==> config.mk <==
export PLATFORM = sky130hd
export DESIGN_NAME = dmem_access_ctrl
export DESIGN_NICKNAME = d
export VERILOG_FILES = /design/src/rtl/dmem_access_ctrl_pkg.sv /design/src/rtl/dmem_timeout_cnt.sv /design/src/rtl/dmem_access_ctrl.sv
export SDC_FILE = /design/constraint.sdc
export NUM_CORES = 1
export LEC_CHECK = 0
export CAP_MARGIN = 25
export CORE_ASPECT_RATIO = 0.7
export CORE_MARGIN = 1
export CORE_UTILIZATION = 40
export CTS_CLUSTER_SIZE = 40
export DETAILED_ROUTE_END_ITERATION = 7
export GPL_TIMING_DRIVEN = 0
export PLACE_DENSITY = 0.84
export SLEW_MARGIN = 20
export SYNTH_ARGS = -nofsm -noshare
export SYNTH_HDL_FRONTEND = slang
export SYNTH_SLANG_ARGS = --single-unit
==> constraint.sdc <==
create_clock -name clk -period 4.17 [get_ports clk]
set_input_delay 0.834 -clock clk [delete_from_list [all_inputs] [get_ports clk]]
set_output_delay 0.834 -clock clk [all_outputs]
set_load 0.01 [all_outputs]
==> src/rtl/dmem_access_ctrl_pkg.sv <==
// Shared MEM-stage definitions: sequencer states, word-alignment mask, default ack timeout.
// No logic of its own; latency and backpressure are defined by the modules that import it.
package dmem_access_ctrl_pkg;

    typedef enum logic [1:0] {
        ST_IDLE   = 2'd0,
        ST_ACCESS = 2'd1,
        ST_DONE   = 2'd2
    } state_t;

    localparam logic [31:0] ALIGN_MASK      = 32'h0000_0003;
    localparam int unsigned DEFAULT_TIMEOUT = 255;

    function automatic logic is_aligned(input logic [31:0] addr);
        return (addr & ALIGN_MASK) == 32'h0000_0000;
    endfunction

endpackage

==> src/rtl/dmem_timeout_cnt.sv <==
// Ack-wait counter: counts enabled cycles, saturates at LIMIT and flags it combinationally.
// One-cycle update latency; clear has priority over enable; no backpressure.
module dmem_timeout_cnt #(
    parameter int unsigned WIDTH = 8,
    parameter int unsigned LIMIT = 255
) (
    input  logic clk,
    input  logic rst_n,
    input  logic clear,
    input  logic enable,
    output logic expired
);

    logic [WIDTH-1:0] count;

    assign expired = (count == WIDTH'(LIMIT));

    always_ff @(posedge clk or negedge rst_n) begin
        if (!rst_n) begin
            count <= '0;
        end else if (clear) begin
            count <= '0;
        end else if (enable && !expired) begin
            count <= count + WIDTH'(1);
        end
    end

endmodule

==> src/rtl/dmem_access_ctrl.sv <==
// MEM-stage sequencer: runs the data-memory req/ack handshake and freezes the front of the pipe.
// Adds 0 cycles for non-memory ops, 2 + ack-wait cycles for aligned accesses; stall is the backpressure.
module dmem_access_ctrl
    import dmem_access_ctrl_pkg::*;
#(
    parameter int unsigned TIMEOUT = DEFAULT_TIMEOUT
) (
    input  logic        clk,
    input  logic        rst_n,
    input  logic        mem_MemRead,
    input  logic        mem_MemWrite,
    input  logic        wb_RegWrite,
    input  logic [31:0] AluResult,
    input  logic [31:0] MuxForwardB,
    output logic        stall,
    output logic        wb_RegWrite_gated,
    output logic [31:0] load_data,
    output logic        mem_req,
    output logic        mem_we,
    output logic [31:0] mem_addr,
    output logic [31:0] mem_wdata,
    input  logic        mem_ack,
    input  logic [31:0] mem_rdata,
    output logic        err_align,
    output logic        err_timeout
);

    localparam int unsigned CNT_W = $clog2(TIMEOUT + 1);

    state_t state;
    logic   access;
    logic   aligned;
    logic   launch;
    logic   fault;
    logic   cnt_clear;
    logic   cnt_enable;
    logic   cnt_expired;

    assign access  = mem_MemRead | mem_MemWrite;
    assign aligned = is_aligned(AluResult);
    assign launch  = (state == ST_IDLE) && access && aligned;

    // The counter already reads 1 in the first ACCESS cycle, so it equals
    // TIMEOUT exactly in the TIMEOUT-th cycle spent waiting for the ack.
    assign cnt_enable = launch || (state == ST_ACCESS);
    assign cnt_clear  = (state == ST_DONE);

    dmem_timeout_cnt #(
        .WIDTH (CNT_W),
        .LIMIT (TIMEOUT)
    ) u_timeout_cnt (
        .clk     (clk),
        .rst_n   (rst_n),
        .clear   (cnt_clear),
        .enable  (cnt_enable),
        .expired (cnt_expired)
    );

    assign err_align   = (state == ST_IDLE) && access && !aligned;
    assign err_timeout = (state == ST_ACCESS) && cnt_expired && !mem_ack;

    always_comb begin
        stall             = 1'b0;
        wb_RegWrite_gated = 1'b0;
        case (state)
            ST_IDLE: begin
                stall             = access && aligned;
                wb_RegWrite_gated = wb_RegWrite && !access;
            end
            ST_ACCESS: begin
                stall = 1'b1;
            end
            ST_DONE: begin
                wb_RegWrite_gated = wb_RegWrite && !fault;
            end
            default: begin
                stall             = 1'b0;
                wb_RegWrite_gated = 1'b0;
            end
        endcase
    end

    always_ff @(posedge clk or negedge rst_n) begin
        if (!rst_n) begin
            state     <= ST_IDLE;
            mem_req   <= 1'b0;
            mem_we    <= 1'b0;
            mem_addr  <= 32'h0000_0000;
            mem_wdata <= 32'h0000_0000;
            load_data <= 32'h0000_0000;
            fault     <= 1'b0;
        end else begin
            case (state)
                ST_IDLE: begin
                    if (launch) begin
                        mem_addr  <= AluResult & ~ALIGN_MASK;
                        mem_wdata <= MuxForwardB;
                        mem_we    <= mem_MemWrite;
                        mem_req   <= 1'b1;
                        state     <= ST_ACCESS;
                    end
                end
                ST_ACCESS: begin
                    // An ack landing in the expiry cycle still completes the access.
                    if (mem_ack) begin
                        load_data <= mem_rdata;
                        mem_req   <= 1'b0;
                        state     <= ST_DONE;
                    end else if (cnt_expired) begin
                        fault   <= 1'b1;
                        mem_req <= 1'b0;
                        state   <= ST_DONE;
                    end
                end
                ST_DONE: begin
                    fault <= 1'b0;
                    state <= ST_IDLE;
                end
                default: begin
                    mem_req <= 1'b0;
                    fault   <= 1'b0;
                    state   <= ST_IDLE;
                end
            endcase
        end
    end

endmodule

# Word level (Yosys, flattened, before mapping)
# Index checks and enable logic that the tools add are counted.
[totals]
latch_bits = 0
word_cells = 57
regBits = 107
inputBits = 102
out_inout_bits = 102
mem_count = 0
ram_bits = 0
rom_bits = 0
[op_classes]
n_shift = 0
n_mul = 0
div = 0
mux = 15
reduce_logical = 23
addsub = 1
eq_ne = 7
n_lt_le_gt_ge = 0
bitwise = 3
[ops]
columns = ["cell", "n"]
rows = [
  ["32-bit zero test", 1],
  ["8-bit 2-to-1 mux", 2],
  ["1-bit logical AND", 9],
  ["8-bit by 1-bit adder with 8-bit output, second input constant", 1],
  ["8-bit == test, second input constant", 1],
  ["2-bit 2-to-1 mux", 3],
  ["2-bit != test, second input constant", 3],
  ["1-bit one-hot mux with 2 select lines", 3],
  ["2-bit AND reduction", 3],
  ["3-bit AND reduction", 2],
  ["1-bit zero test", 5],
  ["1-bit 2-to-1 mux", 5],
  ["2-bit one-hot mux with 2 select lines", 1],
  ["3-bit != test, second input constant", 1],
  ["1-bit one-hot mux with 3 select lines", 1],
  ["2-bit by 1-bit == test with 1-bit output, second input constant", 1],
  ["2-bit == test, second input constant", 1],
  ["2-bit zero test", 1],
  ["1-bit NOT", 2],
  ["2-bit nonzero test", 1],
  ["1-bit logical OR", 1],
  ["1-bit OR", 1],
]

# Logic depth before layout (Yosys ltp)
[depth]
depth_word = 7
mapped_depth = 5
depth_no_buf = 5

# By module
# A second synthesis with hierarchy kept.
[hier_totals]
hier_cells = 279
hier_area_um2 = 4346.7
[by_module_without_submodules]
columns = ["module", "seq_area_each_um2", "n_inst", "cells_per_inst", "area_each_um2"]
rows = [
  ["dmem_access_ctrl", 2477.4, 1, 232, 3877.5],
  ["dmem_timeout_cnt", 200.2, 1, 47, 469.2],
]

# Worst setup path after synthesis
# OpenSTA, ideal clock, no wires.
[synth_timing]
path_type = "input to output"
startpoint = "input mem_MemWrite"
endpoint = "output stall"
arrival_time_ns = 1.552
required_ns = 3.336
path_buffers = 1
path_slack_ns = 1.784
path_stages = 4
path_cell_list = "or2_2 a21oi_1 buf_6 nor2_1"
[synth_between]
elab_chain_cells = 3
[synth_lines]
columns = ["element", "line", "text"]
rows = [
  ["from (decl)", "dmem_access_ctrl.sv:11", "input logic mem_MemWrite,"],
  ["1-bit OR", "dmem_access_ctrl.sv:39", "assign access = mem_MemRead | mem_MemWrite;"],
  ["1-bit logical AND", "dmem_access_ctrl.sv:67", "stall = access && aligned;"],
  ["1-bit one-hot mux with 2 select lines", "dmem_access_ctrl.sv:65", "case (state)"],
  ["to (decl)", "dmem_access_ctrl.sv:15", "output logic stall,"],
]
# Every way passes these cells.

# Worst setup path in the final report
# Ends and elaborated chain as after synthesis.

==> results.yml <==
synth:
  ys_seq_elements: 107
  yosysTopAreaCellShare_pct: 62.6
  synth_edf_count: 0
  syn_area_um2: 4280
  synth_cells: 280
  yosysTopAreaCell: "dfrtp_1"
  ys_seq_area_share_pct: 62.6
  ys_types: 36
  synthTopCellsByArea: "dfrtp_1 63%, mux2_2 25%, buf_6 1.6%"
  synth_top_flop_cell: "dfrtp_1"
  yosysWarnings: 0
  async_flop_share_pct: 100
  avgSynthCellArea_um2: 15.3
worst_setup_path:
  crit_arrival_ns: 2.57
  endpoint_kind: "output port"
  crit-reg2reg-launch: "u_timeout_cnt.count[1]"
  cp-start-kind: "input port"
  cp_max_fo: 10
  r2r_end: "u_timeout_cnt.count[7]"
  cp.required_ns: 3.34
  r2r_slack_ns: 2.45
  crit_type: "in2out"
  ff2ff_path_depth: 5
global_routing:
  grt_overflow_total: 0
  grt_antenna_before_repair: 0
  grt_max_degree: 57
  grt_pass1_vias: 3199
  gr-usage-all-layers_pct: 19.3
  grt_pass1_wl_um: 16400
route:
  routed-via-count: 3041
  topRoutingLayerUsed: "met4"
  ant_nets: 0
  drc: 16
  route.met3.wl_um: 1130
  first_pass_iters: 6
  wl_per_cell_um: 16.5
  drt_iter0_drc: 97
  routed_wl_um: 10400
  wl_met1_um: 4370
  viasPerCell: 4.83
  met2_length_um: 4820
run_status:
  violations: "design-rule violations"
  status: "finished, violations left"
place:
  postPlaceCellArea_um2: 6490
  dp_cells: 615
  place_hpwl_um: 7890
  port_buffers: 201
  gp_congestion: 0.877
clock_network:
  cts_sinks: 107
  htreeDepth: 3
  clk_root_buffer_cell: "clkbuf_16"
  cts_resized: 0
  cts_made_buffers: 9
  clkTransAtPathRegs_ns: 0.06
  postCtsSetupRepairBufs: 0
  holdBufCountCts: 0
  tritoncts: "done"
  clock_path_buffers: 2
  clkLatencyLatePin_ns: 0.34
pwr:
  design_power_total_uw: 3620
  peakVddDrop_mv: 0.248
  comb_power_share_pct: 36.7
  switching_share_pct: 27.9
  power.leakage_uw: 0.00282
  seqPwrFrac_pct: 42.5
  power-per-cell-area_nw_per_um2: 537
  internal_power_uw: 2610
  switchingPower_uw: 1010
  p_clk_share_pct: 20.9
cells_and_area:
  stdcell_count: 629
  drive_above_1_share_pct: 26.6
  nets: 597
  antenna_cells: 0
  area_growth_pct: 57.7
  stdcell_area_um2: 6740
  final_cell_mix: "200 x clkdlybuf4s50_1, 107 x dfrtp_1, 95 x mux2_2"
  layout.cells.most_common: "clkdlybuf4s50_1"
hold_path:
  holdCritPathClass: "in2async"
timing:
  worst_slew_pin_slew_ns: 0.527
  fin_hold_ws_ns: 0.452
  slew_violations: 0
  clock_skew_ns: 0.0118
  relSlewSlack_pct: 64.9
  period_share_pct: 81.5
  max_freq_mhz: 294
  setup_violations: 0
  finalHoldViolations: 0
  rsz0062_at_grt: "false"
  period_needed_ns: 3.40
floorplanning:
  initial_core_util_pct: 41.3
  rows: 31
  dieWidth_um: 126
  die_area_um2: 11100
  fp.dieH_um: 88.5
  core_area_um2: 10400
  ios: 204
flow_run:
  max_cap_viol_count: 0
cells in the mapped netlist, drive strengths merged (2+ instances only):
library cell / number
nor3: 3
o41ai: 3
o311ai: 2
mux2: 95
nor4: 3
a21oi: 3
dfrtp: 107
o31ai: 2
nand2: 9
nor2: 10
nand4: 3
or2: 2
mux2i: 5
nand3: 5
buf: 14
critical path: stages:
cell and delay (ns):
clkdlybuf4s50_1 0.44, or2_2 0.32, a21oi_1 0.25, buf_6 0.18, nor2_1 0.04, clkdlybuf4s50_1 0.50
layout make-up:
type	count	area (um2)
sequential	107	2680
clock buffer	10	229
fill	779	3610
buffer	15	126
tap	132	165
multi-input combinational	158	1470
clock inverter	4	28.8
timing repair buffer	202	2040
inverter	1	3.75
registers in the layout (all words and copies together), names as in the netlist:
signal               flops
mem_addr                30
mem_wdata               32
state                    2
mem_req                  1
fault                    1
load_data               32
u_timeout_cnt.count      8
mem_we                   1
worst max path at each step:
| stage | slack (ns) | from | endpoint | cells past startpoint |
|---|---|---|---|---|
| 2_1_floorplan | 1.78 | mem_MemWrite | stall | 4 |
| 3_3_place_gp | -1.66 | rst_n | mem_wdata[24] | 1 |
| 3_5_place_dp | 0.78 | mem_MemWrite | stall | 6 |
| 4_1_cts | 0.78 | mem_MemWrite | stall | 6 |
| 5_1_grt | 0.66 | mem_MemWrite | stall | 6 |
| 6_report | 0.77 | mem_MemWrite | stall | 6 |
layer usage:
layer | up-vias | track usage [%]
li1 | 1418 | -
met1 | 1470 | 23.6
met2 | 144 | 30.8
met3 | 9 | 8.52
met4 | 0 | 6.43
met5 | - | 0
cell families after synthesis:
kind of cell    synth area share [%]
flops                           62.6
mux                             26.2
simple gates                    5.68
buf+inv                         3.04
compound gates                  2.11
fa+ha+maj                      0.293
other cells                   0.0877
power groups by stage:
| stage | clock, uW | combinational (uW) | sequential, uW |
|---|---|---|---|
| floorplan | 0 | 368 | 1680 |
| global placement | 0 | 1310 | 1530 |
| detailed placement | 0 | 1340 | 1560 |
| CTS | 780 | 1350 | 1540 |
| global route | 828 | 1410 | 1580 |
| finish | 756 | 1330 | 1540 |
metrics by stage:
stage / setup slack (ns) / setup TNS [ns] / utilization (%)
after floorplan: 1.78 / 0 / -
after global placement: -1.66 / -177.01 / 62.4
after detailed placement: 0.777 / 0 / 62.6
after CTS: 0.777 / 0 / 65.1
after global routing: 0.664 / 0 / 65.1
final: 0.771 / 0 / 65.1
Power figures use the tool's default switching activity.
